File: config.mk
export PLATFORM = sky130hd
export DESIGN_NAME = itch_frame_router
export DESIGN_NICKNAME = d
export VERILOG_FILES = /design/src/rtl/itch_frame_router.sv
export SDC_FILE = /design/constraint.sdc
export NUM_CORES = 1
export LEC_CHECK = 0
export CORE_MARGIN = 2
export CORE_UTILIZATION = 55
export CTS_BUF_LIST = sky130_fd_sc_hd__clkbuf_2 sky130_fd_sc_hd__clkbuf_4 sky130_fd_sc_hd__clkbuf_8
export CTS_CLUSTER_DIAMETER = 100
export DETAILED_ROUTE_END_ITERATION = 12
export PLACE_DENSITY = 0.92
export SLEW_MARGIN = 20
export SYNTH_ARGS = -nofsm -noshare
export SYNTH_HDL_FRONTEND = slang
export SYNTH_SLANG_ARGS = --single-unit
export TNS_END_PERCENT = 20
File: constraint.sdc
create_clock -name clk -period 4.8 [get_ports clk]
set_clock_uncertainty 0.2 [all_clocks]
set_input_delay 0.96 -clock clk [delete_from_list [all_inputs] [get_ports clk]]
set_output_delay 0.96 -clock clk [all_outputs]
set_load 0.01 [all_outputs]
File: src/rtl/itch_frame_router.sv
// itch_frame_router
//   Splits a raw TCP byte stream into SoupBinTCP-style frames (2-byte
//   big-endian length, then one ITCH message). It classifies each message by
//   its type byte against a NUM_CH-entry code table. Accepted messages are
//   forwarded on a shared byte bus with a start pulse and a one-hot channel
//   select. Unknown types are dropped. Bad lengths are flagged. Frame sync is
//   kept in every case.
//
// Optional feature macro: ITCH_STATS_EN
//   When defined, adds saturating 32-bit message, drop and error counters.
//
// Handshake: tcp_byte_valid_in qualifies tcp_payload_in for one cycle. There
//   is no backpressure. payload_valid_out qualifies payload_out for one cycle,
//   and the sink must take every qualified byte.
//
// Ports:
//   clk, rst_n          clock, synchronous active-low reset
//   tcp_payload_in      stream byte
//   tcp_byte_valid_in   byte qualifier
//   payload_out         registered message byte (length bytes stripped)
//   payload_valid_out   payload_out qualifier (accepted messages only)
//   start_flag          pulse with the type byte on payload_out
//   ch_sel              one-hot channel, held from type byte to last byte
//   msg_type_out        type byte of the current/last accepted message
//   msg_end_out         pulse with the last message byte
//   drop_out            pulse when the type byte matches no channel
//   len_err_out         pulse when the length is 0 or above MAX_LEN
//   fsm_state           debug view of the parser state
//   msg_count_out, drop_count_out, err_count_out  (ITCH_STATS_EN only)
module itch_frame_router #(
    parameter int NUM_CH = 4,
    // Channel i uses bits [8i+7:8i]. The default is A,F,E,X with A on channel 0 (LSB).
    parameter logic [NUM_CH*8-1:0] TYPE_CODES = {8'h58, 8'h45, 8'h46, 8'h41},
    parameter int MAX_LEN = 64,
    parameter int LEN_W = 16
) (
    input  logic              clk,
    input  logic              rst_n,
    input  logic [7:0]        tcp_payload_in,
    input  logic              tcp_byte_valid_in,
    output logic [7:0]        payload_out,
    output logic              payload_valid_out,
    output logic              start_flag,
    output logic [NUM_CH-1:0] ch_sel,
    output logic [7:0]        msg_type_out,
    output logic              msg_end_out,
    output logic              drop_out,
    output logic              len_err_out,
`ifdef ITCH_STATS_EN
    output logic [31:0]       msg_count_out,
    output logic [31:0]       drop_count_out,
    output logic [31:0]       err_count_out,
`endif
    output logic [2:0]        fsm_state
);

    typedef enum logic [2:0] {
        S_LEN_HI  = 3'd0,
        S_LEN_LO  = 3'd1,
        S_TYPE    = 3'd2,
        S_BODY    = 3'd3,
        S_DISCARD = 3'd4
    } state_t;

    state_t            state;
    logic [7:0]        len_hi;
    logic [LEN_W-1:0]  remaining;
    logic [15:0]       len_raw;
    logic              hit;
    logic [NUM_CH-1:0] hit_onehot;
    logic              last_byte;

    assign fsm_state = state;
    assign len_raw   = {len_hi, tcp_payload_in};
    assign last_byte = (remaining == LEN_W'(1));

    // Scanning from index 0 upward makes the lowest-index match win when codes repeat.
    always_comb begin
        hit        = 1'b0;
        hit_onehot = '0;
        for (int i = 0; i < NUM_CH; i++) begin
            if (!hit && tcp_payload_in == TYPE_CODES[8*i +: 8]) begin
                hit           = 1'b1;
                hit_onehot[i] = 1'b1;
            end
        end
    end

    always_ff @(posedge clk) begin
        if (!rst_n) begin
            state             <= S_LEN_HI;
            len_hi            <= '0;
            remaining         <= '0;
            payload_out       <= '0;
            payload_valid_out <= 1'b0;
            start_flag        <= 1'b0;
            ch_sel            <= '0;
            msg_type_out      <= '0;
            msg_end_out       <= 1'b0;
            drop_out          <= 1'b0;
            len_err_out       <= 1'b0;
        end else begin
            payload_valid_out <= 1'b0;
            start_flag        <= 1'b0;
            msg_end_out       <= 1'b0;
            drop_out          <= 1'b0;
            len_err_out       <= 1'b0;
            // The select lives through the last byte, then clears. A later
            // type byte in this block overrides the clear.
            if (msg_end_out) begin
                ch_sel <= '0;
            end
            if (tcp_byte_valid_in) begin
                case (state)
                    S_LEN_HI: begin
                        len_hi <= tcp_payload_in;
                        state  <= S_LEN_LO;
                    end
                    S_LEN_LO: begin
                        if (len_raw == 16'd0) begin
                            len_err_out <= 1'b1;
                            state       <= S_LEN_HI;
                        end else if (32'(len_raw) > MAX_LEN) begin
                            // Oversized frames are still consumed so the next length lines up.
                            len_err_out <= 1'b1;
                            remaining   <= LEN_W'(len_raw);
                            state       <= S_DISCARD;
                        end else begin
                            remaining <= LEN_W'(len_raw);
                            state     <= S_TYPE;
                        end
                    end
                    S_TYPE: begin
                        remaining <= remaining - LEN_W'(1);
                        if (hit) begin
                            ch_sel            <= hit_onehot;
                            msg_type_out      <= tcp_payload_in;
                            start_flag        <= 1'b1;
                            payload_out       <= tcp_payload_in;
                            payload_valid_out <= 1'b1;
                            msg_end_out       <= last_byte;
                            state             <= last_byte ? S_LEN_HI : S_BODY;
                        end else begin
                            drop_out <= 1'b1;
                            ch_sel   <= '0;
                            state    <= last_byte ? S_LEN_HI : S_DISCARD;
                        end
                    end
                    S_BODY: begin
                        remaining         <= remaining - LEN_W'(1);
                        payload_out       <= tcp_payload_in;
                        payload_valid_out <= 1'b1;
                        if (last_byte) begin
                            msg_end_out <= 1'b1;
                            state       <= S_LEN_HI;
                        end
                    end
                    S_DISCARD: begin
                        remaining <= remaining - LEN_W'(1);
                        if (last_byte) begin
                            state <= S_LEN_HI;
                        end
                    end
                    default: state <= S_LEN_HI;
                endcase
            end
        end
    end

`ifdef ITCH_STATS_EN
    // The counters follow the registered pulses and stick at all-ones.
    always_ff @(posedge clk) begin
        if (!rst_n) begin
            msg_count_out  <= '0;
            drop_count_out <= '0;
            err_count_out  <= '0;
        end else begin
            if (msg_end_out && msg_count_out != 32'hFFFF_FFFF) begin
                msg_count_out <= msg_count_out + 32'd1;
            end
            if (drop_out && drop_count_out != 32'hFFFF_FFFF) begin
                drop_count_out <= drop_count_out + 32'd1;
            end
            if (len_err_out && err_count_out != 32'hFFFF_FFFF) begin
                err_count_out <= err_count_out + 32'd1;
            end
        end
    end
`endif

endmodule

# Word level (Yosys, flattened, before mapping)
# Index checks and enable logic that the tools add are counted.
[totals] input_bits=11 register_bits=52 out_inout_bits=28
[classes] add_sub_neg=1 eq_ne=12 muxes=30 order_cmp=1 reduce_logical=20
[op_table] op="equality test 8 x 7 -> 1 bit (second input constant)" count=4
[op_table] op="one-hot mux 16 bit (2 select lines)" count=1
[op_table] op="equality test 16 x 1 -> 1 bit (second input constant)" count=1
[op_table] op="> comparator 16 x 7 -> 1 bit (second input constant)" count=1
[op_table] op="zero test 16 bit" count=1
[op_table] op="two-way mux 16 bit" count=1
[op_table] op="two-way mux 4 bit" count=4
[op_table] op="one-hot mux 8 bit (2 select lines)" count=1
[op_table] op="subtractor 16 x 1 -> 16 bit (second input constant)" count=1
[op_table] op="two-way mux 3 bit" count=5
[op_table] op="AND reduction 3 bit" count=5
[op_table] op="two-way mux 1 bit" count=13
[op_table] op="one-hot mux 3 bit (4 select lines)" count=1
[op_table] op="two-way mux 8 bit" count=1
[op_table] op="equality test 3 x 2 -> 1 bit (second input constant)" count=2
[op_table] op="AND reduction 2 bit" count=3
[op_table] op="!= test 2 bit (second input constant)" count=2
[op_table] op="one-hot mux 1 bit (2 select lines)" count=2
[op_table] op="nonzero test 2 bit" count=2
[op_table] op="equality test 3 x 1 -> 1 bit (second input constant)" count=1
[op_table] op="equality test 3 bit (second input constant)" count=1
[op_table] op="logical AND 1 bit" count=3
[op_table] op="zero test 1 bit" count=3
[op_table] op="zero test 3 bit" count=1
[op_table] op="other kinds (4)" count=4

# Logic depth before layout (Yosys ltp)
# Gate-level depths: netlist (run 1).
[depth] depth_word=14 mapped_depth=8 depth_no_buf=7

# Worst setup path before layout (run 1)
# No wires, ideal clock.
[synth_timing] kind="input -> register" start="input port tcp_payload_in[4]" end="register payload_out[7]" arrival_ps=2298 path_stages=7 t_required_ps=4472 setup_slack_ps=2175 cell_sequence="clkbuf_1 nor4bb_1 o21ba_2 o31a_1 buf_2 mux2i_1 nor2_1"
[synth_via] elab_chain_len=13 elab_cells_between_ends=16 cone_classes="eq/ne (5); mux (4); reduce/logical (7)"
[synth_lines] item="start, declared" line="39" text="input logic [7:0] tcp_payload_in,"
[synth_lines] item="equality test 8 x 7 -> 1 bit" line="82" text="if (!hit && tcp_payload_in == TYPE_CODES[8*i +: 8]) begin"
[synth_lines] item="two-way mux 1 bit" line="82"
[synth_lines] item="zero test 1 bit" line="82"
[synth_lines] item="logical AND 1 bit" line="82"
[synth_lines] item="two-way mux 1 bit" line="82"
[synth_lines] item="zero test 1 bit" line="82"
[synth_lines] item="logical AND 1 bit" line="82"
[synth_lines] item="two-way mux 1 bit" line="82"
[synth_lines] item="zero test 1 bit" line="82"
[synth_lines] item="logical AND 1 bit" line="82"
[synth_lines] item="two-way mux 1 bit (*)" line="82"
[synth_lines] item="!= test 2 bit (no line) (*)"
[synth_lines] item="AND reduction 3 bit (no line) (*)"
[synth_lines] item="end signal, assigned" line="139" text="payload_out <= tcp_payload_in;"
[synth_lines] item="end signal, assigned" line="151" text="payload_out <= tcp_payload_in;"
[synth_lines] item="end, declared" line="41" text="output logic [7:0] payload_out,"
# Every way passes the cells marked *; elsewhere a longest branch is shown, timed or not.
# A chain may end at the register's enable or synchronous reset.

# Final worst setup path (run 1)
[layout_timing] start="input port tcp_payload_in[6]" end="register payload_out[3]"
# Same word-level chain as after synthesis.

==> run metrics, run 1 <==
CORE AREA about 4400 sq um; Crit path arrival time ~3.2 ns; startpoint class of the critical path input pin; Syn Inst Count about 320; Seq/Total Area, Yosys about two fifths; Die ar. roughly 5200 sq um; I/O pins 39; Post-synth EDFFs 0; largest family of logic cells by synthesized area simple AND/OR/NAND/NOR gates; CTS max path bufs 2; final hold vios 0; Crit Reg-Reg Startpoint remaining[0]$_SDFFE_PN0P_; post-synthesis net count 330; fraction of layout cells with a size suffix above 1 7.27%; setup violators final 0; hold_sp msg_type_out[6]$_SDFFE_PN0P_; Critical Path Fanout Max 10; total CTS buffers 5; first-pass detailed-route iteration total 5; maximum vdd drop 0.230 mV; first element of the critical path tcp_payload_in[6]; fin crit period between 3 and 4 ns; synth top area cells dfxtp_1 41%, a21oi_1 6.6%, nand2_1 5.4%; Design Power roughly 910 uW; DR WL/cell between 15 and 20 microns; Antenna Diode Count 0; PortBufs 38; PD cells 298 nW/um^2; clock root buffer clkbuf_8; Avg Cell Area, Syn 8.11 sq um; number of synthesized register bits 52; global-route wire length before repair approximately 10 mm; hold_buf cts 0; min-delay worst type reg -> reg; die extent in x roughly 72 microns; Synth Flop Type dfxtp_1; WS Path Type in -> reg; LEAKAGE roughly 1.1 nW; Netlist cell types 52; CTS resizes 0; compound-gate portion of the synthesized area roughly 23%; DRT iter0 DRCs between 200 and 250; Slew @ Worst Pin about 1.1 ns; CTS tree done; CP Capture Type flip-flop; height of the chip a little over 70 microns; initial antenna violation count 0; DRC viols 0; total clock sinks 52; ys async rst share 0%; Synth area leader dfxtp_1; Vias 2,470; WL final around 6.3 mm; synth warn 0; H-tree depth 2; Synth Area in Adders 0.974%; All-Layer GR Usage approximately a quarter; area delta synth->final 18.5%; GPL Wtd Cong 0.870; Rows 24; Initial Utilization 58.2%; Critical Path RT between 4 and 5 ns; status complete, no violations; Vias/cell ~6.2; Pins Over Slew Limit 0; Final ANT Viol Nets 0; Clk pin slew, worst setup/hold paths roughly 0.090 ns; Syn Std Cell Area 2570 sq um; Detailed Place HPWL approximately 4.2 mm; most frequent cell after synthesis dfxtp_1; Post-CTS Repair Setup Buffers 0; Post-Route Setup TNS 0 ns; Max Cap Viol 0; Worst-Skew Late Latency 0.31 ns; RSZ-0062 raised after global routing no; GRT overflow 0; xor and xnor area share after synthesis less than 1%; Final period util 65.7%; fmax around 320 MHz; most frequent cells after synthesis 52 x dfxtp_1, 37 x nand2_1, 36 x nor2_1; relative slew slack 25.6%; largest net degree at the start of global routing 31; share of the synthesized area in the top cell type approximately two fifths; final net count between 300 and 400; mux cell area share after synthesis 3.51%; simple-gate share of the synthesized area about a quarter; vias in the first global route 2,203
==> flip-flops by register name (all words and copies together), names as in the netlist <==
| name | cells |
|---|---|
| remaining | 16 |
| payload_valid_out | 1 |
| drop_out | 1 |
| payload_out | 8 |
| msg_end_out | 1 |
| ch_sel | 4 |
| fsm_state | 3 |
| len_err_out | 1 |
| msg_type_out | 8 |
| start_flag | 1 |
| len_hi | 8 |
==> path summary, 6_finish.rpt <==
kind / end / slack, ns / depth (start not counted)
worst max register to register: fsm_state[2]$_SDFFE_PN0P_ / 2.27 / 6
worst min-delay path: msg_type_out[6]$_SDFFE_PN0P_ / 0.25 / 2
worst max-delay path: payload_out[3]$_SDFFE_PN0P_ / 1.65 / 6
worst min register to register: msg_type_out[6]$_SDFFE_PN0P_ / 0.25 / 2
==> per-stage QoR <==
stage	area (sq um)	cells	hold slack, ns	setup slack [ns]	utilization [%]
finish	3050	396	0.252	1.65	69.0
global route	3050	396	0.296	1.52	69.0
CTS	3050	396	0.253	1.67	69.0
detailed placement	2950	388	0.239	1.36	66.8
global placement	2950	388	0.240	1.36	66.8
floorplan	2570	317	0.249	2.17	-
==> layer usage <==
metal	track usage (%)	wire length, microns
met5	0	0
met4	15.3	267
met3	4.72	416
met2	38.4	2960
met1	31.8	2680
==> layout by cell type, fill, tap and decap left out, types with 3 or more instances in the layout <==
cell	netlist	layout
nand3b_1	4	4
nor2b_1	5	5
nor4_1	5	5
nor3_1	9	9
a21oi_1	34	34
a21o_1	6	6
clkdlybuf4s50_1	0	38
inv_1	6	6
nand2_1	37	37
and2_1	3	3
o31ai_1	5	5
o21ai_0	12	12
o211ai_1	6	6
and3_1	4	4
nand3_1	10	10
o21a_1	5	5
clkbuf_8	0	6
mux2i_1	9	9
nor3b_1	4	4
nor2_1	36	36
buf_4	0	4
dfxtp_1	52	52
a221o_1	3	3
==> cell families after synthesis <==
family,after synthesis
compound gates,89
xor+xnor,2
fa+ha+maj,2
buf+inv,30
flops,52
mux,9
simple gates,133
==> where the power goes <==
part | internal, mW | switching (mW)
sequential | 0.446 | 0.0206
clock | 0.118 | 0.147
combinational | 0.0670 | 0.109
total | 0.631 | 0.277
==> final cells by class <==
class,instances,area [sq um]
multi-input cells,235,1410
clock inverters,2,13.8
clock buffers,6,82.6
well taps,52,65.1
inverters,7,26.3
repair buffers,42,410
flip-flops and latches,52,1040
fillers,334,1370
==> worst max-delay path: stages <==
cell and delay (ns):
clkdlybuf4s50_1 0.61, nor3b_1 0.55, o211a_1 0.22, o31a_1 0.49, mux2i_1 0.26, nor2_1 0.07
(Power assumes the default switching activity.)
==> inputs of run 2 (changes only) <==
==> constraint.sdc (replaced) <==
create_clock -name clk -period 3.2 [get_ports clk]
set_clock_uncertainty 0.2 [all_clocks]
set_input_delay 0.64 -clock clk [delete_from_list [all_inputs] [get_ports clk]]
set_output_delay 0.64 -clock clk [all_outputs]
set_load 0.01 [all_outputs]
==> run 2 against run 1 <==
  * Power grew 58%
  * First-iteration DRC count grew 1.5%
  * Combinational power up 55%
  * Largest power group unchanged
==> run metrics, run 2 (synthesis results as in run 1) <==
RSZ-0062 raised after global routing no; final setup margin between 0.5 and 0.6 ns; PD cells about 460 nW/um^2; CTS resizes 0; min-delay worst type reg -> reg; DRT iter0 DRCs ~210; Slew @ Worst Pin about 0.76 ns; hold_buf cts 0; status complete, no violations; Critical Path RT about 3.2 ns; final net count 365; Final ANT Viol Nets 0; Clk pin slew, worst setup/hold paths ~0.09 ns; Post-Route Setup TNS 0 ns; height of the chip between 70 and 80 microns; first-pass detailed-route iteration total 5; Sw Ratio about 29%; Critical Path Fanout Max 13; worst hold endpoint msg_type_out[6]$_SDFFE_PN0P_; maximum vdd drop 0.361 mV; Vias/cell between 6 and 7; DRC viols 0; Detailed Place HPWL around 4.7 mm; GRT overflow 0; Vias 2,474; Pins Over Slew Limit 0; area delta synth->final 22.3%; All-Layer GR Usage 26.0%; Multi-input gate area between 1000 and 1500 sq um; worst hold path depth 2; most frequent cells in the layout 52 x dfxtp_1, 38 x clkdlybuf4s50_1, 37 x nand2_1; vias in the first global route approximately 2,300; fraction of layout cells with a size suffix above 1 slightly below 10%; Final period util approximately 84%; H-tree depth 2; fmax about 370 MHz; R2R setup slack 0.71 ns; DR WL/cell between 15 and 20 microns; Storage cell area 1040 sq um; largest net degree at the start of global routing 31; Worst-Skew Late Latency between 0.3 and 0.4 ns; Placement Setup Slack between 0.15 and 0.2 ns; clock root buffer clkbuf_8; Comb power frac approximately a fifth; Reg power frac 48.8%; layout filler cell count 340; initial antenna violation count 0; LEAKAGE about 1.1 nW; final hold vios 0; total CTS buffers 5; GPL Wtd Cong between 0.8 and 0.9; hold_sp msg_type_out[6]$_SDFFE_PN0P_; clock share of power 32.2%; Internal around 1.0 mW; CP Capture Type flip-flop; Antenna Diode Count 0; WL final approximately 6.5 mm; CTS tree done; total clock sinks 52; commonest non-fill, non-tap cell in the layout dfxtp_1; die extent in x a little over 70 microns; Crit Reg-Reg Startpoint remaining[0]$_SDFFE_PN0P_; PortBufs 38; max reg flops 16; worst reg-to-reg path cell count 6; global-route wire length before repair 10.7 mm; WS Path Type in -> reg; CTS max path bufs 2; Placed Instances roughly 400; Post-CTS Repair Setup Buffers 0; Psw around 420 uW; terminus of the critical flop-to-flop path fsm_state[0]$_SDFFE_PN0P_; Design Power around 1.4 mW; Crit path arrival time 2.70 ns; CORE AREA about 4400 sq um; fin crit period 2.69 ns; Initial Utilization between 50% and 60%; relative slew slack between 40% and 50%; setup violators final 0; startpoint class of the critical path input pin; Rows 24; Top reg by flops remaining; Max Cap Viol 0; Die ar. around 5200 sq um; fin cells 405; I/O pins 39
[run 2: cell types whose count changed in the layout (fill, tap and decap cells not counted)]
cell / change
clkinv_2: -1
clkinvlp_4: +1
buf_12: +1
bufinv_16: +1
clkbuf_8: -1
buf_4: +8
[run 2: metrics by stage]
stage          util, %  hold slack [ns]  cell area, sq um
2_1_floorplan        -            0.249              2570
3_3_place_gp      68.6            0.246              3030
3_5_place_dp      68.6            0.252              3030
4_1_cts           71.2            0.266              3140
5_1_grt           71.2            0.289              3140
6_report          71.2            0.264              3140
[run 2: worst max-delay path by stage]
stage          slack [ns]               from                           end
2_1_floorplan        0.89  tcp_payload_in[4]   payload_out[7]$_SDFFE_PN0P_
3_3_place_gp         0.27  tcp_payload_in[4]  msg_type_out[3]$_SDFFE_PN0P_
3_5_place_dp         0.18  tcp_payload_in[4]  msg_type_out[4]$_SDFFE_PN0P_
4_1_cts              0.51  tcp_payload_in[4]  msg_type_out[4]$_SDFFE_PN0P_
5_1_grt              0.29  tcp_payload_in[4]  msg_type_out[4]$_SDFFE_PN0P_
6_report             0.51  tcp_payload_in[4]  msg_type_out[4]$_SDFFE_PN0P_
[run 2: final cells by class]
| cell class | count | share of cell area (%) |
|---|---|---|
| well taps | 52 | 2.07 |
| clock inverters | 3 | 1.47 |
| inverters | 7 | 0.836 |
| flip-flops and latches | 52 | 33.1 |
| multi-input cells | 235 | 44.7 |
| clock buffers | 5 | 2.19 |
| repair buffers | 51 | 15.6 |
[run 2: power by group through the flow]
stage,Sequential [mW],Combinational (mW),Clock [mW]
finish,0.700,0.272,0.461
global placement,0.711,0.259,0
floorplan,0.699,0.200,0
CTS,0.698,0.269,0.468
global route,0.702,0.298,0.490
detailed placement,0.713,0.265,0
[run 2: critical path, cell delays in order]
cell             delay (ns)
clkdlybuf4s50_1        0.57
nor4bb_1               0.23
o21ba_2                0.25
o211ai_1               0.63
nor2_1                 0.14
a31o_2                 0.24
[run 2: per-layer routing]
layer  wire length, microns  global-route usage [%]  vias up
met5                      0                       0        -
met4                    102                    9.43        0
met3                    356                    2.50       10
met2                   3290                    43.9       82
met1                   2780                    34.5     1180
li1                       -                       -     1202
==> inputs of run 3 (changes only) <==
==> constraint.sdc (replaced) <==
create_clock -name clk -period 2.69 [get_ports clk]
set_clock_uncertainty 0.2 [all_clocks]
set_input_delay 0.538 -clock clk [delete_from_list [all_inputs] [get_ports clk]]
set_output_delay 0.538 -clock clk [all_outputs]
set_load 0.01 [all_outputs]
==> run 3 against run 2 <==
  * Critical path depth stayed put
  * Highest routed layer unchanged
  * Count of clock-buffer cells in the layout stayed put
  * Non-clock buffer count grew 10
  * Largest cell class unchanged
  * Final cell count up 2.5%
==> run metrics, run 3 (synthesis results as in run 1) <==
status complete, no violations; setup violators final 0; Detailed Place HPWL approximately 4.8 mm; fin crit period roughly 2.5 ns; Vias/cell approximately 6.2; clock root buffer clkbuf_8; DRT iter0 DRCs 195; Crit path arrival time ~2.5 ns; GR Util met1 about a third; fraction of layout cells with a size suffix above 1 between 10% and 20%; H-tree depth 2; Reg power frac 51.2%; largest net degree at the start of global routing 31; fmax around 400 MHz; gr busiest metal met2; initial antenna violation count 0; final hold vios 0; startpoint class of the critical path flip-flop; Design Power 1.62 mW; Initial Utilization 58.2%; Slew @ Worst Pin about 0.53 ns; Pins Over Slew Limit 0; clock share of power between 20% and 30%; Die ar. 5240 sq um; Vias 2,585; M3 GR Usage ~5%; total CTS buffers 5; total clock sinks 52; min-delay worst type reg -> reg; final setup margin 0.203 ns; Rows 24; CP Capture Type flip-flop; Comb power frac 20.7%; global-route wire length before repair 10.9 mm; Placement Setup Slack -0.0567 ns; Clk pin slew, worst setup/hold paths ~0.10 ns; Top reg by flops remaining; Sw Ratio between 30% and 40%; DR WL/cell 15.8 microns; first-pass detailed-route iteration total 6; met2 usage approximately 42%; PortBufs 38; Final period util 92.4%; fin cells 415; Final ANT Viol Nets 0; PD cells about 510 nW/um^2; Internal around 1.1 mW; DRC viols 0; max reg flops 16; CTS max path bufs 2; maximum vdd drop a little over 0.3 mV; RSZ-0062 raised after global routing no; area delta synth->final 24.8%; GRT overflow 0; Critical Path Fanout Max 10; relative slew slack between 60% and 70%; WS Path Type reg -> reg; Worst-Skew Late Latency 0.31 ns; commonest non-fill, non-tap cell in the layout dfxtp_1; CTS tree done; Psw approximately 500 uW; most frequent cells in the layout 52 x dfxtp_1, 38 x clkdlybuf4s50_1, 37 x nand2_1; Placed Instances around 410; I/O pins 39; hold_buf cts 0; vias in the first global route between 2,000 and 2,500; final net count ~380; die extent in x 72.4 microns; GPL Wtd Cong 0.913; WL final around 6.6 mm; LEAKAGE 1.19 nW; CTS resizes 0; Critical Path RT roughly 2.7 ns; All-Layer GR Usage 26.5%; Antenna Diode Count 0; Max Cap Viol 0; Post-CTS Repair Setup Buffers 0; CORE AREA 4410 sq um; height of the chip around 72 microns
==> run 3: critical path: stages, from the launching register on <==
cell and delay, ns:
dfxtp_1 0.50, ha_1 0.20, or4b_2 0.63, nor4_4 0.24, o21a_1 0.19, nor2_1 0.06
a221o_1 0.36
==> run 3: path summary, 6_finish.rpt <==
kind / depth (start not counted) / from / to / slack [ns]
worst min-delay path: 2 / msg_type_out[6]$_SDFFE_PN0P_ / msg_type_out[6]$_SDFFE_PN0P_ / 0.26
worst max register to register: 6 / remaining[0]$_SDFFE_PN0P_ / fsm_state[2]$_SDFFE_PN0P_ / 0.20
worst max-delay path: 6 / remaining[0]$_SDFFE_PN0P_ / fsm_state[2]$_SDFFE_PN0P_ / 0.20
worst min register to register: 2 / msg_type_out[6]$_SDFFE_PN0P_ / msg_type_out[6]$_SDFFE_PN0P_ / 0.26
==> run 3: area by class of cell <==
cell class | instances | area [sq um]
fillers | 320 | 1210
inverters | 7 | 26.3
clock buffers | 5 | 68.8
clock inverters | 3 | 22.5
repair buffers | 61 | 578
well taps | 52 | 65.1
multi-input cells | 235 | 1410
flip-flops and latches | 52 | 1040
==> run 3: power by group through the flow <==
stage	clock (mW)	combinational, mW	sequential, mW
after floorplan	0	0.237	0.832
after global placement	0	0.318	0.847
after detailed placement	0	0.329	0.848
after CTS	0.464	0.331	0.831
after global routing	0.496	0.367	0.837
final	0.457	0.336	0.831
==> run 3: stage by stage <==
step                hold WS, ns  TNS [ns]  instance area, sq um  util (%)
floorplan                 0.249         0                  2570         -
global placement          0.233         0                  3120      70.6
detailed placement        0.247    -0.161                  3120      70.6
CTS                       0.261         0                  3210      72.7
global route              0.296         0                  3210      72.7
finish                    0.263         0                  3210      72.7
==> run 3: routing by layer <==
metal	wire, microns	share of wire [%]	vias to the layer above
li1	-	-	1225
met1	2720	41	1221
met2	3230	49	124
met3	501	7.6	15
met4	121	1.8	0
met5	0	0	-
==> variant 1: new RTL, flow settings as in run 1 <==
Add a define of `ITCH_STATS_EN`.
--- a/src/rtl/itch_frame_router.sv
+++ b/src/rtl/itch_frame_router.sv
@@ -28,4 +28,6 @@
 //   fsm_state           debug view of the parser state
 //   msg_count_out, drop_count_out, err_count_out  (ITCH_STATS_EN only)
+`define ITCH_STATS_EN
+
 module itch_frame_router #(
     parameter int NUM_CH = 4,
Behaviour (old outputs only; new: drop_count_out, err_count_out and msg_count_out): unchanged (Yosys induction, for registers that start in step).
==> variant 1 against run 1 <==
- total power grew to 2.6 times the old value
- critical path depth is the same
- register-to-register slack lost 100 ps
- via count grew to 3.0 times the old value
- sequential share of layout area shrank 1.5 points
- sequential cell count grew 96
- design area grew to 3.0 times the old value
- synthesized area grew to 2.9 times the old value
- fmax shrank 1.1%
- routed wire length grew to 3.0 times the old value
- largest power group unchanged
- setup slack lost 34 ps
- first-iteration DRC count grew to 4.0 times the old value
- synthesized cell count grew to 2.8 times the old value
==> variant 1: results (changes against run 1) <==
| Metric | Value |
|---|---|
| Routed Wire Length | `19.2 mm (was 6.32 mm)` |
| CTS resizes | `0 (unchanged)` |
| Reg2reg end | `msg_count_out[3]$_SDFFE_PN0P_ (was fsm_state[2]$_SDFFE_PN0P_)` |
| Hold Path End | `ch_sel[0]$_SDFF_PN0_ (was msg_type_out[6]$_SDFFE_PN0P_)` |
| Reg2reg setup slack | `2170 ps (was 2270 ps)` |
| Post-synthesis cell type count | `65 (was 52)` |
| Worst Path Max Fanout | `12 (was 10)` |
| Root Buffer | `clkbuf_8 (unchanged)` |
| Post-route insts no fill | `1199 (was 396)` |
| Vias in the first global route | `6493 (was 2203)` |
| Via-per-instance ratio | `6.16 (was 6.24)` |
| Pre-CTS setup slack | `1160 ps (was 1360 ps)` |
| Max clock buf depth | `2 (unchanged)` |
| Register area share after synthesis | `0.404 (was 0.405)` |
| Fin nets | `1026 (was 356)` |
| ANT cells | `0 (unchanged)` |
| Critical Path AT | `3320 ps (was 3150 ps)` |
| H-tree depth | `4 (was 2)` |
| Internal Power | `1.72 mW (was 0.631 mW)` |
| Reg-to-Reg Start | `msg_count_out[0]$_SDFFE_PN0P_ (was remaining[0]$_SDFFE_PN0P_)` |
| Hold path start | `ch_sel[0]$_SDFF_PN0_ (was msg_type_out[6]$_SDFFE_PN0P_)` |
| Initial antenna violation count | `0 (unchanged)` |
| Layout cells sized above 1 | `0.0587 (was 0.0727)` |
| Max-slew headroom | `0.368 (was 0.256)` |
| Leakage | `2.93 nW (was 1.09 nW)` |
| GRT Total Usage | `0.262 (was 0.248)` |
| Worst-path clk slew | `around 80 ps` |
| Synth Instances | `903 (was 317)` |
| Total CTS buffers | `17 (was 5)` |
| Synth area leaders | `dfxtp_1 40%, a21oi_1 6.0%, nand2_1 4.8% (was dfxtp_1 41%, a21oi_1 6.6%, nand2_1 5.4%)` |
| Post-synth top cells | `148 x dfxtp_1, 94 x nand2_1, 88 x a21oi_1, 74 x nor2_1, 49 x nand3_1 (was 52 x dfxtp_1, 37 x nand2_1, 36 x nor2_1, 34 x a21oi_1, 15 x clkbuf_1)` |
| TritonRoute pass-1 iters | `6 (was 5)` |
| PortBufs | `134 (was 38)` |
| Peak VDD IR | `0.000240 V (was 0.000230 V)` |
| Largest registers | `drop_count_out (32), err_count_out (32), msg_count_out (32)` |
| Net count after synthesis | `919 (was 330)` |
| DP Wirelength | `13.2 mm (was 4.21 mm)` |
| Status | `finished clean (unchanged)` |
| 1st-iter DRT viols | `816 (was 206)` |
| Largest net degree at the start of global routing | `49 (was 31)` |
| GPL Wtd Cong | `0.863 (was 0.870)` |
| Synth Cell Area | `7330 um^2 (was 2570 um^2)` |
| Clock latency on the worst-skew pair | `450 ps (was 310 ps)` |
| First-pass GRT wire length | `30.9 mm (was 10.2 mm)` |
[variant 1: layout make-up]
| type | count | area (um^2) |
|---|---|---|
| Clock inverter | 9 | 55.1 |
| Sequential cell | 148 | 2960 |
| Timing Repair Buffer | 141 | 1390 |
| Inverter | 21 | 80.1 |
| Multi-Input combinational cell | 681 | 4070 |
| Clock buffer | 23 | 298 |
| Fill cell | 1040 | 4060 |
| Tap cell | 176 | 220 |
[variant 1: cells by family (layout without fill, tap and decap cells)]
family,after synthesis,count (layout),synth area share
XOR/XNOR,27,27,0.0323
multiplexers,22,22,0.0300
AO/OA/AOI/OAI,215,215,0.180
flip-flops,148,148,0.404
buffers and inverters,74,194,0.0415
AND/OR/NAND/NOR,412,412,0.303
adder cells (fa/ha/maj),5,5,0.00853
[variant 1: worst max-delay path: stages]
cell             delay, ps
clkdlybuf4s50_1        740
or4b_1                 500
o22ai_1                260
o311a_1                530
mux2i_1                260
nor2_1                  50
[variant 1: metal layers]
metal / GRT usage / wire length (um) / vias to the layer above
met1: 0.343 / 8450 / 3499
li1: - / - / 3554
met4: 0.0868 / 306 / 0
met3: 0.0589 / 1300 / 38
met2: 0.430 / 9190 / 297
met5: 0 / 0 / -
[variant 1: through the flow]
| step | hold WS [ps] | area (um^2) |
|---|---|---|
| finish | 267 | 9080 |
| global route | 298 | 9080 |
| CTS | 269 | 9080 |
| detailed placement | 256 | 8720 |
| global placement | 242 | 8720 |
| floorplan | 243 | 7330 |
[variant 1: worst max path at each step]
stage | startpoint | to | slack, ps | cells past startpoint
2_1_floorplan | tcp_payload_in[0] | payload_out[6]$_SDFFE_PN0P_ | 1980 | 7
3_3_place_gp | tcp_payload_in[6] | payload_out[3]$_SDFFE_PN0P_ | 1260 | 6
3_5_place_dp | tcp_payload_in[6] | payload_out[4]$_SDFFE_PN0P_ | 1160 | 6
4_1_cts | tcp_payload_in[6] | payload_out[4]$_SDFFE_PN0P_ | 1650 | 6
5_1_grt | tcp_payload_in[6] | payload_out[4]$_SDFFE_PN0P_ | 1490 | 6
6_report | tcp_payload_in[6] | payload_out[4]$_SDFFE_PN0P_ | 1610 | 6
[variant 1: power groups by stage]
stage          logic [mW]  registers [mW]  clock network (mW)
2_1_floorplan       0.128            1.28                   0
3_3_place_gp        0.172            1.29                   0
3_5_place_dp        0.176            1.29                   0
4_1_cts             0.177            1.26               0.888
5_1_grt             0.200            1.26               0.948
6_report            0.181            1.26               0.878
==> variant 2: new RTL, flow settings as in run 1 <==
Made on the original files. Add an input register stage for `tcp_payload_in` and `tcp_byte_valid_in`, cleared by the reset; this delays them by one clock. Comments in the files are not updated.
--- a/src/rtl/itch_frame_router.sv
+++ b/src/rtl/itch_frame_router.sv
@@ -63,4 +63,17 @@
     } state_t;
 
+    logic [7:0] tcp_payload_q;
+    logic tcp_byte_valid_q;
+
+    always_ff @(posedge clk) begin
+        if (!rst_n) begin
+            tcp_payload_q    <= '0;
+            tcp_byte_valid_q <= '0;
+        end else begin
+            tcp_payload_q    <= tcp_payload_in;
+            tcp_byte_valid_q <= tcp_byte_valid_in;
+        end
+    end
+
     state_t            state;
     logic [7:0]        len_hi;
@@ -72,5 +85,5 @@
 
     assign fsm_state = state;
-    assign len_raw   = {len_hi, tcp_payload_in};
+    assign len_raw   = {len_hi, tcp_payload_q};
     assign last_byte = (remaining == LEN_W'(1));
 
@@ -80,5 +93,5 @@
         hit_onehot = '0;
         for (int i = 0; i < NUM_CH; i++) begin
-            if (!hit && tcp_payload_in == TYPE_CODES[8*i +: 8]) begin
+            if (!hit && tcp_payload_q == TYPE_CODES[8*i +: 8]) begin
                 hit           = 1'b1;
                 hit_onehot[i] = 1'b1;
@@ -111,8 +124,8 @@
                 ch_sel <= '0;
             end
-            if (tcp_byte_valid_in) begin
+            if (tcp_byte_valid_q) begin
                 case (state)
                     S_LEN_HI: begin
-                        len_hi <= tcp_payload_in;
+                        len_hi <= tcp_payload_q;
                         state  <= S_LEN_LO;
                     end
@@ -135,7 +148,7 @@
                         if (hit) begin
                             ch_sel            <= hit_onehot;
-                            msg_type_out      <= tcp_payload_in;
+                            msg_type_out      <= tcp_payload_q;
                             start_flag        <= 1'b1;
-                            payload_out       <= tcp_payload_in;
+                            payload_out       <= tcp_payload_q;
                             payload_valid_out <= 1'b1;
                             msg_end_out       <= last_byte;
@@ -149,5 +162,5 @@
                     S_BODY: begin
                         remaining         <= remaining - LEN_W'(1);
-                        payload_out       <= tcp_payload_in;
+                        payload_out       <= tcp_payload_q;
                         payload_valid_out <= 1'b1;
                         if (last_byte) begin
Behaviour: not the same (a bounded check fails within 4 cycles, from zero or initial values and one cycle with rst_n low).
==> variant 2 against run 1 <==
- routed wire length up 13%
- design area increased by 14%
- synthesized area is 13% higher
- setup slack gained 250 ps
- die area increased by 12%
- sequential cell count is 9 higher
- largest cell class unchanged
Power is not compared: it rests on default switching activity, and its combinational part moved more than twofold at a synthesized area within 25%.
==> variant 2: results (changes against run 1) <==
| Metric | Value |
|---|---|
| CP delay by family, top | `compound AO/OA/AOI/OAI gates (unchanged)` |
| Largest stage delay, worst path | `880 ps (was 610 ps)` |
| Fin nets | `380 (was 356)` |
| Hold path start | `len_hi[6]$_SDFFE_PN0P_ (was msg_type_out[6]$_SDFFE_PN0P_)` |
| Total CTS buffers | `9 (was 5)` |
| Max-slew headroom | `0.340 (was 0.256)` |
| First-pass GRT wire length | `11.8 mm (was 10.2 mm)` |
| Net count after synthesis | `352 (was 330)` |
| Largest net degree at the start of global routing | `36 (was 31)` |
| Metal3 WL | `493 um (was 416 um)` |
| Leakage | `about 1.2 nW` |
| Met1 Use GR | `0.320 (was 0.318)` |
| Post-synth top cells | `61 x dfxtp_1, 41 x nor2_1, 38 x nand2_1, 30 x a21oi_1, 17 x clkbuf_1 (was 52 x dfxtp_1, 37 x nand2_1, 36 x nor2_1, 34 x a21oi_1, 15 x clkbuf_1)` |
| Routed wl met2 | `3.42 mm (was 2.96 mm)` |
| ANT cells | `0 (unchanged)` |
| Clock latency on the worst-skew pair | `350 ps (was 310 ps)` |
| DRT met1 WL | `3.03 mm (was 2.68 mm)` |
| Sequential share of power | `0.504` |
| Hold path depth | `2 (unchanged)` |
| Register area share after synthesis | `0.420 (was 0.405)` |
| H-tree depth | `3 (was 2)` |
| Depth of the most critical reg-to-reg path | `5 (was 6)` |
| Wire per inst | `16.2 um (was 16.0 um)` |
| Initial antenna violation count | `0 (unchanged)` |
| Worst-path clk slew | `60 ps (was 90 ps)` |
| 1st-iter DRT viols | `321 (was 206)` |
| Met3 usage | `0.0553 (was 0.0472)` |
| Slowest-stage cell, CP | `a31o_1 (was clkdlybuf4s50_1)` |
| Worst Path Max Fanout | `28 (was 10)` |
| GRT Total Usage | `0.254 (was 0.248)` |
| Ys async rst share | `0 (unchanged)` |
| Reg2reg setup slack | `1900 ps (was 2270 ps)` |
| Post-synthesis cell type count | `55 (was 52)` |
| Hold Path End | `len_hi[6]$_SDFFE_PN0P_ (was msg_type_out[6]$_SDFFE_PN0P_)` |
| Reg2reg end | `remaining[8]$_SDFFE_PN0P_ (was fsm_state[2]$_SDFFE_PN0P_)` |
| Via-per-instance ratio | `6.06 (was 6.24)` |
| GPL Wtd Cong | `0.824 (was 0.870)` |
| Status | `finished clean (unchanged)` |
| Max clock buf depth | `2 (unchanged)` |
| Vias in the first global route | `2567 (was 2203)` |
| Synth area leaders | `dfxtp_1 42%, nor2_1 5.3%, a21oi_1 5.2% (was dfxtp_1 41%, a21oi_1 6.6%, nand2_1 5.4%)` |
| Pre-CTS setup slack | `1810 ps (was 1360 ps)` |
| Layout cells sized above 1 | `0.0889 (was 0.0727)` |
| Reg-to-Reg Start | `len_hi[3]$_SDFFE_PN0P_ (was remaining[0]$_SDFFE_PN0P_)` |
| Met2 usage | `0.399 (was 0.384)` |
| DP Wirelength | `4.78 mm (was 4.21 mm)` |
| Tightest Hold Check Type | `reg2reg (unchanged)` |
-- variant 2: kinds of logic (layout without fill, tap and decap cells) --
family	count (synthesis)	in the layout	synth area share
simple gates	151	151	0.283
compound gates	81	81	0.193
mux	13	13	0.0448
buf+inv	31	63	0.0495
fa+ha+maj	2	2	0.00861
flops	61	61	0.420
-- variant 2: worst max-delay path by stage --
stage                                   start                   endpoint  slack (ps)  depth (start not counted)
floorplan           remaining[7]$_SDFFE_PN0P_  fsm_state[2]$_SDFFE_PN0P_        2660                          6
global placement                        rst_n  fsm_state[2]$_SDFFE_PN0P_        1870                          5
detailed placement                      rst_n  fsm_state[2]$_SDFFE_PN0P_        1810                          5
CTS                    len_hi[3]$_SDFFE_PN0P_  remaining[8]$_SDFFE_PN0P_        1980                          5
global route           len_hi[3]$_SDFFE_PN0P_  remaining[8]$_SDFFE_PN0P_        1800                          5
finish                 len_hi[3]$_SDFFE_PN0P_  remaining[8]$_SDFFE_PN0P_        1900                          5
-- variant 2: layout make-up --
class                      count  area, um^2
clock buffer                  11         139
fill                         420        1640
inverter                       7        26.3
multi-input combinational    247        1540
tap                           70        87.6
sequential                    61        1220
clock inverter                 4        50.0
timing repair buffer          41         403
-- variant 2: per-stage QoR --
| step | total power [mW] | std cells | utilization | area [um^2] | hold slack, ps |
|---|---|---|---|---|---|
| 5_1_grt | 1.10 | 441 | 0.679 | 3470 | 300 |
| 6_report | 1.06 | 441 | 0.679 | 3470 | 268 |
| 4_1_cts | 1.07 | 441 | 0.679 | 3470 | 273 |
| 3_5_place_dp | 0.631 | 426 | 0.642 | 3280 | 260 |
| 2_1_floorplan | 0.604 | 339 | - | 2910 | 244 |
| 3_3_place_gp | 0.627 | 426 | 0.642 | 3280 | 248 |
